<file path="config.mk">
export PLATFORM = sky130hd
export DESIGN_NAME = alarm_snooze_ctrl
export DESIGN_NICKNAME = d
export VERILOG_FILES = /design/src/rtl/alarm_pkg.sv /design/src/rtl/sec_prescaler.sv /design/src/rtl/alarm_snooze_ctrl.sv
export SDC_FILE = /design/constraint.sdc
export NUM_CORES = 1
export LEC_CHECK = 0
export ABC_AREA = 1
export CAP_MARGIN = 20
export CORE_ASPECT_RATIO = 2
export CORE_MARGIN = 4
export CORE_UTILIZATION = 36
export CTS_BUF_LIST = sky130_fd_sc_hd__clkbuf_8
export CTS_CLUSTER_DIAMETER = 200
export CTS_CLUSTER_SIZE = 30
export DETAILED_ROUTE_END_ITERATION = 6
export HOLD_SLACK_MARGIN = 0.05
export PLACE_DENSITY = 0.69
export SLEW_MARGIN = 20
export SYNTH_ARGS = -nofsm -noshare
export SYNTH_HDL_FRONTEND = slang
export SYNTH_HIERARCHICAL = 1
export SYNTH_SLANG_ARGS = --single-unit
export TNS_END_PERCENT = 50
</file>
<file path="constraint.sdc">
create_clock -name clk -period 2.9 [get_ports clk]
set_input_delay 0.29 -clock clk [delete_from_list [all_inputs] [get_ports clk]]
set_output_delay 0.29 -clock clk [all_outputs]
set_load 0.005 [all_outputs]
</file>
<file path="src/rtl/alarm_pkg.sv">
// State encodings, counter width and BCD field positions shared by the alarm sequencer.
package alarm_pkg;

  typedef enum logic [1:0] {
    ST_IDLE   = 2'b00,
    ST_RING   = 2'b01,
    ST_SNOOZE = 2'b10
  } alarm_state_e;

  localparam int CNT_W   = 9;
  localparam int HHMM_HI = 23;
  localparam int HHMM_LO = 8;
  localparam int SS_HI   = 7;
  localparam int SS_LO   = 0;

  // Alarm minute reached exactly at ss=00; alarm seconds never take part.
  function automatic logic alarm_match(input logic [23:0] t, input logic [15:0] a_hhmm);
    return (t[HHMM_HI:HHMM_LO] == a_hhmm) && (t[SS_HI:SS_LO] == 8'h00);
  endfunction

endpackage

</file>
<file path="src/rtl/sec_prescaler.sv">
// Free-running clk-to-seconds divider: one-cycle sec_tick at wrap, phase_hi for the first half second.
module sec_prescaler #(
  parameter int CLK_HZ = 100
) (
  input  logic clk,
  input  logic rst,
  output logic sec_tick,
  output logic phase_hi
);

  localparam int            PW   = (CLK_HZ > 1) ? $clog2(CLK_HZ) : 1;
  localparam logic [PW-1:0] LAST = PW'(CLK_HZ - 1);
  localparam logic [PW-1:0] HALF = PW'(CLK_HZ / 2);

  logic [PW-1:0] r_count;

  always_ff @(posedge clk or posedge rst) begin
    if (rst) begin
      r_count <= '0;
    end else if (r_count == LAST) begin
      r_count <= '0;
    end else begin
      r_count <= r_count + 1'b1;
    end
  end

  assign sec_tick = (r_count == LAST);
  assign phase_hi = (r_count < HALF);

endmodule

</file>
<file path="src/rtl/alarm_snooze_ctrl.sv">
// Alarm ring/snooze/dismiss sequencer feeding the buzzer enable.
// Define ALARM_BEEP_PATTERN_EN for a half-second on/off tone while ringing; otherwise the tone is steady.
module alarm_snooze_ctrl
  import alarm_pkg::*;
#(
  parameter int CLK_HZ     = 100,
  parameter int RING_SEC   = 60,
  parameter int SNOOZE_SEC = 300,
  parameter int MAX_SNOOZE = 3
) (
  input  logic        clk,
  input  logic        rst,
  input  logic [23:0] time_bcd,
  input  logic [23:0] alarm_bcd,
  input  logic        arm,
  input  logic        key_stop,
  input  logic        key_snooze,
  output logic        beepen,
  output logic [1:0]  state,
  output logic [1:0]  snooze_cnt
);

  localparam logic [CNT_W-1:0] RING_LOAD = CNT_W'(RING_SEC);
  localparam logic [CNT_W-1:0] SNZ_LOAD  = CNT_W'(SNOOZE_SEC);
  localparam logic [1:0]       SNZ_MAX   = 2'(MAX_SNOOZE);

  alarm_state_e     r_state;
  logic             r_beepen;
  logic [1:0]       r_snooze_cnt;
  logic [CNT_W-1:0] r_ring_cnt;
  logic [CNT_W-1:0] r_snz_cnt;
  logic             r_match_d;

  logic w_match;
  logic w_trigger;
  logic w_sec_tick;
  logic w_phase_hi;
  logic w_beep_gate;
  logic w_snooze_left;
  logic w_unused;

  sec_prescaler #(
    .CLK_HZ (CLK_HZ)
  ) u_sec_prescaler (
    .clk      (clk),
    .rst      (rst),
    .sec_tick (w_sec_tick),
    .phase_hi (w_phase_hi)
  );

  assign w_match       = alarm_match(time_bcd, alarm_bcd[HHMM_HI:HHMM_LO]);
  assign w_trigger     = w_match & ~r_match_d & arm;
  assign w_snooze_left = (r_snooze_cnt < SNZ_MAX);

`ifdef ALARM_BEEP_PATTERN_EN
  assign w_beep_gate = w_phase_hi;
  assign w_unused    = ^alarm_bcd[SS_HI:SS_LO];
`else
  assign w_beep_gate = 1'b1;
  assign w_unused    = ^{alarm_bcd[SS_HI:SS_LO], w_phase_hi};
`endif

  // Outputs are registered alongside the state, so beepen follows the state it is written with.
  always_ff @(posedge clk or posedge rst) begin
    if (rst) begin
      r_state      <= ST_IDLE;
      r_beepen     <= 1'b0;
      r_snooze_cnt <= 2'd0;
      r_ring_cnt   <= '0;
      r_snz_cnt    <= '0;
      r_match_d    <= 1'b0;
    end else begin
      r_match_d <= w_match;
      if (!arm) begin
        r_state      <= ST_IDLE;
        r_beepen     <= 1'b0;
        r_snooze_cnt <= 2'd0;
      end else begin
        case (r_state)
          ST_IDLE: begin
            if (w_trigger) begin
              r_state      <= ST_RING;
              r_ring_cnt   <= RING_LOAD;
              r_snooze_cnt <= 2'd0;
              r_beepen     <= w_beep_gate;
            end else begin
              r_beepen <= 1'b0;
            end
          end
          ST_RING: begin
            if (key_stop) begin
              r_state      <= ST_IDLE;
              r_beepen     <= 1'b0;
              r_snooze_cnt <= 2'd0;
            end else if (key_snooze || (r_ring_cnt == '0)) begin
              // Manual snooze and unattended timeout share one path, including exhaustion.
              if (w_snooze_left) begin
                r_state      <= ST_SNOOZE;
                r_snz_cnt    <= SNZ_LOAD;
                r_snooze_cnt <= r_snooze_cnt + 2'd1;
                r_beepen     <= 1'b0;
              end else begin
                r_state      <= ST_IDLE;
                r_beepen     <= 1'b0;
                r_snooze_cnt <= 2'd0;
              end
            end else begin
              r_beepen <= w_beep_gate;
              if (w_sec_tick) begin
                r_ring_cnt <= r_ring_cnt - 1'b1;
              end
            end
          end
          ST_SNOOZE: begin
            if (key_stop) begin
              r_state      <= ST_IDLE;
              r_beepen     <= 1'b0;
              r_snooze_cnt <= 2'd0;
            end else if (r_snz_cnt == '0) begin
              r_state    <= ST_RING;
              r_ring_cnt <= RING_LOAD;
              r_beepen   <= w_beep_gate;
            end else begin
              r_beepen <= 1'b0;
              if (w_sec_tick) begin
                r_snz_cnt <= r_snz_cnt - 1'b1;
              end
            end
          end
          default: begin
            r_state      <= ST_IDLE;
            r_beepen     <= 1'b0;
            r_snooze_cnt <= 2'd0;
          end
        endcase
      end
    end
  end

  assign beepen     = r_beepen;
  assign state      = r_state;
  assign snooze_cnt = r_snooze_cnt;

endmodule
</file>
==> results.yml <==
synth:
  syn_inst: 360
  synth_area_sq_mm: 0.00240
  syn_nets: 419
  syn_area_per_cell_sq_um: 6.66
  yosys_warnings: 6
detailed_routing:
  routed_wl_mm: 5.60
  drt-initial-drc-count: 194
  drc: 0
  firstDrtPassIters: 4
  ant_nets: 0
  vias: 2337
  wl_per_cell_um: 11.2
  via_per_inst: 4.66
placed_design:
  place_hpwl_mm: 4.60
  gp_congestion: 0.848
  placed_cell_area_sq_mm: 0.00297
  place.port_buffers: 49
sta:
  fin_setup_tns_ns: 0
  skew_ns: 0.00979
  fmax_mhz: 523
  setup_viol: 0
  relSlewSlack_pct: 39.9
  drv_slew: 0
  finalCritPeriodShare_pct: 65.9
  final_hold_viol_count: 0
  min_period_ns: 1.91
  worst_pin_slew_ns: 0.896
  rsz0062_at_grt: "no"
clocking:
  clock_path_buffers: 2
  clk_pin_slew_worst_paths_ns: 0.07
  cts_tree: "built"
  cts_resized: 0
  clk_latency_ns: 0.29
  clkSinkCount: 31
  cts-root-buf: "clkbuf_8"
  cts_max_level: 2
  ctsHoldBuffers: 0
  cts_setup_buffers: 0
  cts-buffers-inserted: 5
hold_path:
  min_path_type: "in2async"
global_route:
  grt_pass1_wl_mm: 9.86
  gr-total-overflow: 0
  grt_util_all_layers_pct: 15.7
  grt_max_degree: 25
  grt_pass1_vias: 2395
  antenna_found_initial: 0
final_layout:
  multiInputGateArea_sq_mm: 0.00135
  drive_above_1_share_pct: 8.92
  fillers: 664
  nNetsFinal: 473
  num_antenna_cells: 0
  final_cell_area_sq_mm: 0.00306
  area_delta_synth_final_pct: 27.5
  ff_latch_area_sq_um: 776
status:
  outcome: "finished clean"
worst_setup_path:
  critPathRequiredTime_ns: 3.09
  path_class: "reg2reg"
  worst_path_max_delay_cell: "dfrtp_1"
  critPathMaxStageDelay_ns: 0.36
  critPathLaunchType: "flop"
  critPathTopFamily: "simple AND/OR/NAND/NOR gates"
  path_max_fanout: 10
  endpoint_kind: "flop"
  crit_arrival_ns: 2.10
  path_cells: "inv_1 > ha_1 > inv_1 > nor2_1 > nand3b_4 > nand2_2 > nand4_2 > nor2_4 > nand2_4 > nand2_1 > nand2_1"
  critPathBufInv: 2
floorplanning:
  start_util_pct: 37.4
  die_x_um: 65.7
  die-area_sq_mm: 0.00811
  core_sq_mm: 0.00641
  die_y_um: 123
  pin_count: 58
  num_rows: 41
job:
  maxCapViolCount: 0
power_and_ir_drop:
  pwr_density_cell_mw_per_mm2: 377
  p_leak_nw: 1.57
  ir_drop_mv: 0.168
-- final cells by class --
class | count | area share (%)
Multi-Input combinational cell | 263 | 44.2
Inverter | 64 | 8.10
Clock inverter | 3 | 0.491
Timing Repair Buffer | 49 | 16.0
Clock buffer | 5 | 2.25
Sequential cell | 31 | 25.4
Tap cell | 86 | 3.52
-- per-stage QoR --
step / utilization, % / hold WS, ns / total power [mW] / instances / worst slack [ns]
global route: 47.7 / 0.322 / 1.24 / 501 / 0.794
detailed placement: 46.4 / 0.460 / 0.824 / 493 / 0.868
CTS: 47.7 / 0.274 / 1.17 / 501 / 0.962
global placement: 46.4 / 0.446 / 0.815 / 493 / 0.884
finish: 47.7 / 0.280 / 1.15 / 501 / 0.989
floorplan: - / 0.0934 / 0.707 / 360 / 1.23
-- worst paths after layout --
kind	depth (start not counted)	from	endpoint	slack (ns)
min	2	rst	u_sec_prescaler/r_count[0]$_DFF_PP0_	0.28
min reg2reg	1	u_sec_prescaler/r_count[0]$_DFF_PP0_	u_sec_prescaler/r_count[0]$_DFF_PP0_	0.46
min in group clk	1	u_sec_prescaler/r_count[0]$_DFF_PP0_	u_sec_prescaler/r_count[0]$_DFF_PP0_	0.46
max	11	r_snz_cnt[0]$_DFFE_PP0P_	r_ring_cnt[6]$_DFFE_PP0P_	0.99
max in group asynchronous	2	rst	r_snz_cnt[5]$_DFFE_PP0P_	2.05
max reg2reg	11	r_snz_cnt[0]$_DFFE_PP0P_	r_ring_cnt[6]$_DFFE_PP0P_	0.99
-- power breakdown --
part	leakage (nW)	internal [mW]	total [mW]	switching [mW]
clock network	0.0477	0.164	0.336	0.172
registers	0.396	0.470	0.506	0.0361
logic	1.13	0.141	0.310	0.170
total	1.57	0.774	1.15	0.378
-- flip-flops by register name, indices dropped and copies added (netlist names) --
register and count:
r_ring_cnt 9, r_snz_cnt 9, u_sec_prescaler/r_count 7, snooze_cnt 2, state 2, beepen 1
r_match_d 1
-- cells in the final DEF, fill, tap and decap left out, drive strengths merged --
master	n
nand3	31
nand4	9
a31oi	1
or2	1
a21oi	9
clkdlybuf4s50	49
xnor2	9
inv	63
nor2	60
nor3	4
xor2	6
and3	1
clkinv	4
clkbuf	5
nor3b	1
dfrtp	31
ha	6
nand2	109
o211ai	2
nand3b	2
o32ai	1
o21ai	11
-- routing by layer --
metal,vias up,global-route usage [%],wire length [um]
met5,-,0,0
met3,12,2.82,238
li1,1220,-,-
met1,1051,13.9,1880
met4,0,8.57,195
met2,54,31.4,3290
No activity file was read; power rests on OpenSTA's default activity.
